$ cat src/rtl/token_stepper_if.sv
// Dice-roll handshake between a dice source and a token stepper.
// The sender holds roll steady while roll_valid is high and roll_ready is low.
interface token_stepper_if;
    logic       roll_valid;
    logic [2:0] roll;
    logic       roll_ready;

    modport master (
        output roll_valid,
        output roll,
        input  roll_ready
    );

    modport slave (
        input  roll_valid,
        input  roll,
        output roll_ready
    );
endinterface

$ cat src/rtl/token_stepper.sv
// One player's token: accepts a roll, steps square by square at the
// animation rate, applies any snake/ladder jump, then reports completion.
module token_stepper #(
    parameter int BOARD_MAX = 100,
    parameter int STEP_DIV  = 4
) (
    input  logic             clk,
    input  logic             reset,
    token_stepper_if.slave   rif,
    output logic [6:0]       position,
    output logic             moving,
    output logic             jump_taken,
    output logic             bad_roll,
    output logic             move_done,
    output logic             won
);

    typedef enum logic [2:0] {
        IDLE,
        STEP,
        CHECK,
        JUMP,
        DONE
    } state_t;

    localparam int DW = (STEP_DIV > 1) ? $clog2(STEP_DIV) : 1;

    state_t         state;
    state_t         state_n;
    logic [DW-1:0]  div;
    logic [2:0]     remaining;
    logic           bad_q;

    logic           accept;
    logic           illegal;
    logic [7:0]     sum;
    logic           over;
    logic           tc;
    logic           hit;
    logic [6:0]     dest;

    assign rif.roll_ready = (state == IDLE) && !won && !reset;

    assign accept  = rif.roll_valid && rif.roll_ready;
    assign illegal = (rif.roll == 3'd0) || (rif.roll == 3'd7);
    // 8-bit sum so a move past square 127 cannot wrap into a legal square
    assign sum     = {1'b0, position} + {5'b0, rif.roll};
    assign over    = sum > 8'(BOARD_MAX);
    assign tc      = (div == DW'(STEP_DIV - 1));

    // Snake/ladder board table; misses leave the square unchanged
    always_comb begin
        hit  = 1'b1;
        dest = position;
        unique case (position)
            7'd3:    dest = 7'd22;
            7'd5:    dest = 7'd8;
            7'd11:   dest = 7'd26;
            7'd20:   dest = 7'd29;
            7'd28:   dest = 7'd84;
            7'd71:   dest = 7'd91;
            7'd17:   dest = 7'd4;
            7'd54:   dest = 7'd34;
            7'd62:   dest = 7'd19;
            7'd87:   dest = 7'd24;
            7'd98:   dest = 7'd79;
            default: hit  = 1'b0;
        endcase
    end

    // State register
    always_ff @(posedge clk or posedge reset) begin
        if (reset) state <= IDLE;
        else       state <= state_n;
    end

    // Next-state logic
    always_comb begin
        state_n = state;
        unique case (state)
            IDLE: begin
                if (accept) begin
                    if (illegal || over) state_n = DONE;
                    else                 state_n = STEP;
                end
            end
            STEP: begin
                if (tc && remaining == 3'd1) state_n = CHECK;
            end
            CHECK:   state_n = hit ? JUMP : DONE;
            JUMP:    state_n = DONE;
            DONE:    state_n = IDLE;
            default: state_n = IDLE;
        endcase
    end

    // Position, step divider and per-roll bookkeeping
    always_ff @(posedge clk or posedge reset) begin
        if (reset) begin
            position  <= '0;
            remaining <= '0;
            div       <= '0;
            bad_q     <= 1'b0;
        end else begin
            unique case (state)
                IDLE: begin
                    if (accept) begin
                        remaining <= rif.roll;
                        div       <= '0;
                        bad_q     <= illegal;
                    end
                end
                STEP: begin
                    if (tc) begin
                        div       <= '0;
                        position  <= position + 7'd1;
                        remaining <= remaining - 3'd1;
                    end else begin
                        div <= div + 1'b1;
                    end
                end
                JUMP:    position <= dest;
                default: ;
            endcase
        end
    end

    // Registered status outputs; won is sticky until reset
    always_ff @(posedge clk or posedge reset) begin
        if (reset) begin
            moving     <= 1'b0;
            jump_taken <= 1'b0;
            bad_roll   <= 1'b0;
            move_done  <= 1'b0;
            won        <= 1'b0;
        end else begin
            moving     <= (state_n == STEP) || (state_n == CHECK) ||
                          (state_n == JUMP);
            jump_taken <= (state == JUMP);
            move_done  <= (state == DONE);
            bad_roll   <= (state == DONE) && bad_q;
            if (state == DONE && position == 7'(BOARD_MAX)) won <= 1'b1;
        end
    end

endmodule

$ cat src/flat_wrapper.sv
// flat-port wrapper written by rule: the top's interface ports become plain ports
module token_stepper_flat 
#(
    parameter int BOARD_MAX = 100,
    parameter int STEP_DIV  = 4
)
  (clk, reset, position, moving, jump_taken, bad_roll, move_done, won, rif_roll_valid, rif_roll, rif_roll_ready);
  token_stepper_if rif_i ();
  input  logic clk;
  input  logic reset;
  output logic [6:0] position;
  output logic moving;
  output logic jump_taken;
  output logic bad_roll;
  output logic move_done;
  output logic won;
  input wire logic [$bits(rif_i.roll_valid)-1:0] rif_roll_valid;
  input wire logic [$bits(rif_i.roll)-1:0] rif_roll;
  output wire logic [$bits(rif_i.roll_ready)-1:0] rif_roll_ready;
  assign rif_i.roll_valid = rif_roll_valid;
  assign rif_i.roll = rif_roll;
  assign rif_roll_ready = rif_i.roll_ready;
  token_stepper #(.BOARD_MAX(BOARD_MAX), .STEP_DIV(STEP_DIV)) u_core (.clk(clk), .reset(reset), .rif(rif_i), .position(position), .moving(moving), .jump_taken(jump_taken), .bad_roll(bad_roll), .move_done(move_done), .won(won));
endmodule
$ cat config.mk
export PLATFORM = sky130hd
export DESIGN_NAME = token_stepper_flat
export DESIGN_NICKNAME = d
export VERILOG_FILES = /design/src/rtl/token_stepper_if.sv /design/src/rtl/token_stepper.sv /design/src/flat_wrapper.sv
export SDC_FILE = /design/constraint.sdc
export NUM_CORES = 1
export LEC_CHECK = 0
export ABC_AREA = 1
export ABC_CLOCK_PERIOD_IN_PS = 5600
export BUFFER_PORTS_ARGS = -buffer_cell sky130_fd_sc_hd__buf_2
export CAP_MARGIN = 0
export CORE_ASPECT_RATIO = 0.75
export CORE_MARGIN = 5
export CORE_UTILIZATION = 40
export CTS_BUF_LIST = sky130_fd_sc_hd__clkbuf_16
export DETAILED_ROUTE_END_ITERATION = 8
export GPL_TIMING_DRIVEN = 0
export PLACE_DENSITY = 0.62
export SLEW_MARGIN = 10
export SYNTH_ARGS = -nofsm -noshare
export SYNTH_HDL_FRONTEND = slang
export SYNTH_SLANG_ARGS = --single-unit
$ cat constraint.sdc
create_clock -name clk -period 5.6 [get_ports clk]
set_input_delay 0.56 -clock clk [delete_from_list [all_inputs] [get_ports clk]]
set_output_delay 0.56 -clock clk [all_outputs]
set_load 0.01 [all_outputs]
# After elaboration in Yosys (flattened, before gate mapping)
# Index checks and enable logic that the tools add are counted.
classes:
  bitwise: 0
  n_lt_le_gt_ge: 1
  mul: 0
  div_mod_pow: 0
  n_reduce_logical: 21
  eq_ne: 25
  mux: 15
  addsub: 4
  shifts: 0
ops:
  columns: ["op", "n"]
  rows:
  - ["one-hot mux 7 bit (11 select lines)", 1]
  - ["== test 7 bit, second input constant", 4]
  - ["== test 7 x 5 -> 1 bit, second input constant", 3]
  - ["two-way mux 3 bit", 6]
  - ["== test 7 x 6 -> 1 bit, second input constant", 2]
  - ["one-hot mux 7 bit (2 select lines)", 1]
  - ["== test 3 x 2 -> 1 bit, second input constant", 4]
  - ["!= test 12 bit, second input constant", 1]
  - ["one-hot mux 3 bit (4 select lines)", 1]
  - ["OR reduction 11 bit", 1]
  - ["== test 3 x 1 -> 1 bit, second input constant", 3]
  - ["adder 7 x 3 -> 8 bit", 1]
  - ["greater-than comparator 8 x 7 -> 1 bit, second input constant", 1]
  - ["adder 7 x 1 -> 7 bit, second input constant", 1]
  - ["== test 7 x 2 -> 1 bit, second input constant", 1]
  - ["== test 7 x 3 -> 1 bit, second input constant", 1]
  - ["== test 7 x 4 -> 1 bit, second input constant", 1]
  - ["two-way mux 7 bit", 1]
  - ["== test 3 bit, second input constant", 2]
  - ["logical AND 1 bit", 6]
  - ["logical NOT 3 bit", 2]
  - ["one-hot mux 3 bit (2 select lines)", 1]
  - ["AND reduction 3 bit", 2]
  - ["logical OR 1 bit", 4]
  - ["10 further kinds", 15]
totals:
  ff_bits: 21
  n_memories: 0
  latchBits: 0
  inputBits: 6
  rom_bits: 0
  ramBits: 0
  elab_cells: 76

# Longest topological paths before layout
# Gate-level depths: netlist (run 1).
logic_depth:
  word_depth: 9
  mapped_depth: 14
  depth_no_buf: 14

# Worst setup path after synthesis (run 1)
# Ideal clock, no wire load.
synth_timing:
  path_type: "input to register"
  start: "in reset"
  end: "reg u_core.remaining[2]"
  arrival_time_ps: 1906
  setup_time_ps: 87
  setup_slack_ps: 3607
  n_path_buf: 0
  stages: 7
  path_cell_list: "inv_1 nand3_1 nor2_1 nand2_1 o21ai_2 o21ai_0 a22oi_1"
synth_via:
  elab_chain_cells: 5
synth_rtl:
  columns: ["element", "line_no", "text"]
  rows:
  - ["start: declaration", "flat_wrapper.sv:10", "input logic reset;"]
  - ["logical NOT 1 bit", "token_stepper.sv:42", "assign rif.roll_ready = (state == IDLE) && !won && !reset;"]
  - ["logical AND 1 bit", "token_stepper.sv:42", null]
  - ["net rif_roll_ready", "flat_wrapper.sv:19", "output wire logic [$bits(rif_i.roll_ready)-1:0] rif_roll_ready;"]
  - ["logical AND 1 bit", "token_stepper.sv:44", "assign accept = rif.roll_valid && rif.roll_ready;"]
  - ["!= test 2 x 1 -> 1 bit (no line)", null, null]
  - ["AND reduction 3 bit (no line)", null, null]
  - ["end signal: assignment", "token_stepper.sv:108", "remaining <= rif.roll;"]
  - ["end signal: assignment", "token_stepper.sv:117", "remaining <= remaining - 3'd1;"]
  - ["end: declaration", "token_stepper.sv:31", "logic [2:0] remaining;"]
# The timed path passes the listed nets, and every way through them passes these cells.
# A chain may end at the register's enable or synchronous reset.

# Worst setup path in the final report (run 1)
layout_timing:
  start: "in reset"
  end: "out rif_roll_ready"
layout_via:
  elab_chain_cells: 2
layout_rtl:
  columns: ["element", "line_no"]
  rows:
  - ["logical NOT 1 bit", "token_stepper.sv:42"]
  - ["logical AND 1 bit", "token_stepper.sv:42"]
  - ["end: declaration", "flat_wrapper.sv:19"]
# Every way passes these cells.

==> results.py, run 1 <==
metrics = {
    "outcome": {
        "status": "complete, no violations",
    },
    "power_and_ir_drop": {
        "power_density_nw_per_um2": 442,
        "clkPwrFrac": 0.173,
        "p_switching_mw": 0.422,
        "intPower_mw": 0.475,
        "p_sw_frac": 0.470,
        "seq_power_share": 0.273,
        "p_leak_nw": 1.13,
        "ir_drop_mv": 0.219,
        "combPwrFrac": 0.554,
    },
    "sta": {
        "final.setup.tns_ns": 0,
        "relSlewSlack": 0.439,
        "fmax_ghz": 0.437,
        "finalCriticalPeriod_ns": 2.29,
        "fin_hold_ws_ns": 0.462,
        "worstMarginPinSlew_ns": 0.841,
        "rsz0062_at_grt": "no",
        "drv_slew": 0,
        "final_hold_viol_count": 0,
        "worst_clock_skew_ns": 0.00344,
        "fin_crit_sh": 0.409,
        "setup_viol": 0,
    },
    "place": {
        "hpwl_mm": 3.60,
        "gp_congestion": 0.939,
        "io_buffers": 18,
    },
    "critical_path": {
        "r2r_cells": 13,
        "startpoint": "reset",
        "end_kind": "primary output",
        "slowest_delay_ns": 0.60,
        "reg2reg_from": "u_core.position[0]",
        "r2r-end": "u_core.moving",
        "cp_num_buf_inv": 3,
        "crit_cells": 5,
        "critPathSlowestCell": "inv_1",
        "worst_ep_arrival_time_ns": 1.73,
        "worst-setup-path-type": "in -> out",
        "crit_fanout": 22,
        "worstSetupStartpointType": "input port",
        "critical_path.top_delay_family": "buffers and inverters",
        "crit_top_cell": "buf_2",
        "crit_chain": "buf_2, inv_1, nand3_1, nor2_1, buf_2",
        "rrSetupSlack_ns": 3.52,
        "critical_path_required_ns": 5.04,
    },
    "cts": {
        "cts_resized": 0,
        "holdBufCountCts": 0,
        "post_cts_buffers": 0,
        "path_clk_slew_ns": 0.06,
        "cts.path.max_buffers": 2,
        "clock_sinks": 21,
        "tritoncts": "built",
        "cts_made_buffers": 3,
        "worst_skew_pair.late_latency_ns": 0.26,
        "clock-root-buffer": "clkbuf_16",
        "htreeDepth": 1,
    },
    "synthesis": {
        "ys_ff_latch": 21,
        "synth.area.top_cells": "dfrtp_1 (29%), nand2_1 (14%), inv_1 (7.6%)",
        "ys_warn_count": 0,
        "ys_top_cells_by_count": "nand2_1 (69), inv_1 (36), nor2_1 (33)",
        "netlist_instances": 266,
        "synth_cell_types": 32,
        "synthArstFlopShare": 1.00,
        "synth_top_area_frac": 0.294,
        "syn-cell-area_sq_um": 1790,
        "yosysMostFrequentCell": "nand2_1",
        "synth_seq_area_share": 0.294,
        "yosys.area.top_type": "dfrtp_1",
        "synth_edf_count": 0,
        "syn-num-nets": 283,
        "synth.avg_cell_area_sq_um": 6.72,
        "ys.flop_type": "dfrtp_1",
    },
    "worst_hold_path": {
        "hp-class": "in -> async",
    },
    "drt": {
        "drtIter0Drc": 117,
        "route.final.wire_length_mm": 4.37,
        "route.detailed.drc": 0,
        "vias": 1672,
        "ant_nets": 0,
        "wl_per_cell_um": 12.7,
        "drt_pass1_iterations": 4,
        "viasPerCell": 4.85,
    },
    "job": {
        "cap_violations": 0,
    },
    "finish": {
        "final_nets": 306,
        "syn_to_final_growth_pct": 13.7,
        "drive_gt1_frac": 0.191,
        "final_util": 0.463,
        "num_antenna_cells": 0,
        "n_fill_cell": 464,
        "ff_latch_area_sq_um": 526,
        "multiInputGateArea_sq_um": 1050,
    },
    "die": {
        "core_area_sq_um": 4390,
        "die_area_sq_um": 5920,
        "initial_core_util": 0.407,
        "num_rows": 21,
        "die_h_um": 67.9,
        "ios": 19,
        "die_w_um": 87.2,
    },
    "grt": {
        "grt_max_degree": 23,
        "grt_use_total": 0.159,
        "grt_overflow": 0,
        "grt_pass1_vias": 1577,
        "antenna_found_initial": 0,
        "grt_pass1_wl_mm": 7.30,
    },
}
==> stage by stage <==
step	std cells	worst slack [ns]	area, sq um	power [mW]
2_1_floorplan	266	3.61	1790	0.617
3_3_place_gp	341	3.24	1950	0.735
3_5_place_dp	341	3.24	1950	0.744
4_1_cts	345	3.24	2030	0.902
5_1_grt	345	3.02	2030	0.986
6_report	345	3.31	2030	0.897
==> cells in the final DEF, fill, tap and decap left out <==
master and count:
nand2_4 2, clkinvlp_4 1, buf_4 1, buf_6 3, nand2_2 6, a31o_2 1
nand3b_1 2, or2_2 1, xor2_1 3, a21oi_1 7, inv_4 1, o21ai_0 17
nand4_1 4, a21oi_2 2, nand2_1 69, o21ai_1 2, nor2_1 33, nand3_2 1
o211ai_1 1, o21ai_2 3, inv_6 1, inv_2 4, dfrtp_1 21, ha_1 10
nor3_1 1, nor3_2 1, nor2_4 2, inv_1 36, nand3_1 25, a22oi_1 1
clkbuf_16 3, buf_2 19, nor2_2 3, fa_1 1
==> power groups by stage <==
| stage | clock (mW) | sequential, mW | combinational [mW] |
|---|---|---|---|
| final | 0.155 | 0.245 | 0.497 |
| after detailed placement | 0 | 0.247 | 0.498 |
| after global routing | 0.165 | 0.253 | 0.567 |
| after CTS | 0.157 | 0.244 | 0.501 |
| after global placement | 0 | 0.246 | 0.489 |
| after floorplan | 0 | 0.244 | 0.373 |
==> worst max path at each step <==
stage / slack (ns) / endpoint
floorplan: 3.61 / u_core.remaining[2]
global placement: 3.24 / rif_roll_ready
detailed placement: 3.24 / rif_roll_ready
CTS: 3.24 / rif_roll_ready
global route: 3.02 / rif_roll_ready
finish: 3.31 / rif_roll_ready
==> registers in the layout, indices dropped and copies added (netlist names) <==
| signal | count |
|---|---|
| u_core.div | 2 |
| u_core.moving | 1 |
| u_core.state | 3 |
| u_core.move_done | 1 |
| u_core.won | 1 |
| u_core.remaining | 3 |
| u_core.bad_roll | 1 |
| u_core.bad_q | 1 |
| u_core.position | 7 |
| u_core.jump_taken | 1 |
==> logic make-up (layout without fill, tap and decap cells) <==
| kind of cell | after synthesis | after routing | synth area share |
|---|---|---|---|
| adder cells (fa/ha/maj) | 11 | 11 | 0.0812 |
| AND/OR/NAND/NOR | 150 | 150 | 0.381 |
| XOR/XNOR | 3 | 3 | 0.0147 |
| flip-flops | 21 | 21 | 0.294 |
| buffers and inverters | 47 | 69 | 0.118 |
| AO/OA/AOI/OAI | 34 | 34 | 0.111 |
==> layout make-up <==
type / instances / area share
flip-flops and latches: 21 / 0.259
multi-input cells: 198 / 0.517
inverters: 42 / 0.0813
clock inverters: 1 / 0.00370
plain buffers: 5 / 0.0228
clock buffers: 3 / 0.0370
repair buffers: 18 / 0.0444
well taps: 57 / 0.0351
==> layer usage <==
metal	vias up	global-route usage	part of all wire
li1	886	-	-
met4	0	0.0172	0.0027
met2	31	0.236	0.40
met3	2	0.0349	0.054
met1	753	0.243	0.54
met5	-	0	0
Power figures use the tool's default switching activity.
==> run 2: changes to the inputs <==
--- a/config.mk
+++ b/config.mk
@@ -6,7 +6,7 @@
 export NUM_CORES = 1
 export LEC_CHECK = 0
 export ABC_AREA = 1
-export ABC_CLOCK_PERIOD_IN_PS = 5600
+export ABC_CLOCK_PERIOD_IN_PS = 1830
 export BUFFER_PORTS_ARGS = -buffer_cell sky130_fd_sc_hd__buf_2
 export CAP_MARGIN = 0
 export CORE_ASPECT_RATIO = 0.75
@@ -15,7 +15,7 @@
 export CTS_BUF_LIST = sky130_fd_sc_hd__clkbuf_16
 export DETAILED_ROUTE_END_ITERATION = 8
 export GPL_TIMING_DRIVEN = 0
-export PLACE_DENSITY = 0.62
+export PLACE_DENSITY = 0.64
 export SLEW_MARGIN = 10
 export SYNTH_ARGS = -nofsm -noshare
 export SYNTH_HDL_FRONTEND = slang
==> constraint.sdc (replaced) <==
create_clock -name clk -period 1.83 [get_ports clk]
set_input_delay 0.183 -clock clk [delete_from_list [all_inputs] [get_ports clk]]
set_output_delay 0.183 -clock clk [all_outputs]
set_load 0.01 [all_outputs]
==> run 2 against run 1 <==
Net effect:
- the run now ends with negative hold slack, negative setup slack left
- critical path depth up 6
- sequential share of layout area down 2.6 points
- die area unchanged
- critical endpoint is now u_core.state[2]
- largest power group unchanged
- highest routed layer unchanged
==> results.py, run 2 (synthesis gave the netlist of run 1 again) <==
metrics = {
    "outcome": {
        "status": "finished with violations",
        "violations": "negative hold slack, negative setup slack",
    },
    "place": {
        "io_buffers": 18,
        "place_ws_ns": -0.264,
        "placed_cell_area_sq_um": 1950,
        "gp_congestion": 0.894,
        "hpwl_mm": 3.47,
        "dp_cells": 341,
    },
    "drt": {
        "dr_wl_met3_um": 295,
        "viasPerCell": 5.10,
        "vias": 1819,
        "wl_met1_mm": 2.51,
        "drt_pass1_iterations": 4,
        "route.final.wire_length_mm": 5.10,
        "ant_nets": 0,
        "route.detailed.drc": 0,
        "dr.max_layer_used": "met4",
        "drtIter0Drc": 166,
        "dr_wl_met2_mm": 2.23,
        "wl_per_cell_um": 14.3,
    },
    "sta": {
        "relSlewSlack": 0.652,
        "final.setup.tns_ns": -0.00899,
        "fmax_ghz": 0.544,
        "setup_slack_ns": -0.00899,
        "worstMarginPinSlew_ns": 0.521,
        "worst_clock_skew_ns": 0.00275,
        "final_hold_viol_count": 21,
        "finalCriticalPeriod_ns": 1.84,
        "fin_crit_sh": 1.00,
        "setup_viol": 1,
        "drv_slew": 0,
        "fin_hold_ws_ns": -0.0347,
        "rsz0062_at_grt": "yes",
    },
    "die": {
        "num_rows": 21,
        "die_h_um": 67.9,
        "die_w_um": 87.2,
        "die_area_sq_um": 5920,
        "ios": 19,
        "initial_core_util": 0.407,
        "core_area_sq_um": 4390,
    },
    "grt": {
        "grt_max_degree": 23,
        "antenna_found_initial": 0,
        "grt_overflow": 0,
        "grt_pass1_vias": 1595,
        "grt_pass1_wl_mm": 7.98,
        "grt_use_total": 0.174,
    },
    "critical_path": {
        "crit_fanout": 2,
        "reg2reg_from": "u_core.position[0]",
        "worst_ep_arrival_time_ns": 1.98,
        "worst-setup-path-type": "reg -> reg",
        "startpoint": "u_core.position[0]",
        "worstSetupStartpointType": "register",
        "end_kind": "register",
        "r2r_cells": 11,
        "critical_path_required_ns": 1.97,
    },
    "power_and_ir_drop": {
        "ir_drop_mv": 0.875,
        "power_density_nw_per_um2": 1350,
        "p_leak_nw": 1.19,
        "design_power_total_mw": 3.07,
    },
    "finish": {
        "final_common_cell": "nand2_1",
        "drive_gt1_frac": 0.337,
        "final_util": 0.518,
        "reg.largest.list": "u_core.position x7, u_core.remaining x3, u_core.state x3",
        "final_nets": 318,
        "n_fill_cell": 417,
        "syn_to_final_growth_pct": 27.1,
        "final_cell_mix": "nand2_1 (61), inv_1 (31), nor2_1 (27)",
        "regMostFlops": "u_core.position",
        "num_antenna_cells": 0,
        "design_area_sq_um": 2270,
        "fin_cells": 357,
        "largest_register_ffs": 7,
    },
    "cts": {
        "htreeDepth": 1,
        "tritoncts": "built",
        "path_clk_slew_ns": 0.06,
        "holdBufCountCts": 0,
        "clock-root-buffer": "clkbuf_16",
        "worst_skew_pair.late_latency_ns": 0.25,
        "clock_sinks": 21,
        "cts.path.max_buffers": 2,
        "cts_made_buffers": 3,
    },
    "job": {
        "cap_violations": 0,
    },
    "worst_hold_path": {
        "hp-class": "in -> async",
    },
}
## run 2: final cells by class
| cell class | count | area [sq um] | area share |
|---|---|---|---|
| clock buffer | 3 | 75.1 | 0.0331 |
| clock inverter | 1 | 3.75 | 0.00165 |
| inverter | 42 | 169 | 0.0744 |
| multi-input combinational | 199 | 1200 | 0.527 |
| sequential | 21 | 528 | 0.233 |
| buffer | 5 | 46.3 | 0.0204 |
| tap | 57 | 71.3 | 0.0314 |
| timing repair buffer | 29 | 180 | 0.0793 |
## run 2: path summary, 6_finish.rpt
check,to,slack (ns)
max,u_core.state[2],-0.009
min,u_core.state[0],-0.03
max reg2reg,u_core.state[2],-0.009
min reg2reg,u_core.div[0],0.49
max in group asynchronous,u_core.position[0],1.53
min in group clk,u_core.remaining[1],0.25
## run 2: worst max-delay path, stage by stage, from the launching register on
cell,delay [ns]
dfrtp_2,0.41
ha_4,0.15
inv_2,0.04
fa_2,0.52
nand2_1,0.06
nand3_1,0.06
nand2_1,0.04
nand3b_1,0.17
nand2_2,0.09
nand2_1,0.05
nand2_1,0.07
o21ai_1,0.06
## run 2: per-layer routing
metal | up-vias | track usage
met5 | - | 0
met2 | 57 | 0.260
met1 | 848 | 0.265
li1 | 907 | -
met4 | 0 | 0.0268
met3 | 7 | 0.0301
## run 2: power breakdown
part           switching (mW)  internal, mW  leakage, nW
Combinational            1.17         0.703        0.881
Clock                   0.180         0.292       0.0423
Sequential              0.110         0.615        0.269
## run 2: what timing repair did
item                       CTS  global route
pin swaps                    7            11
hold endpoints to repair     0             0
cloned                       1             0
buffers inserted             6             5
gates resized for setup     19            28
setup endpoints to repair   11            15
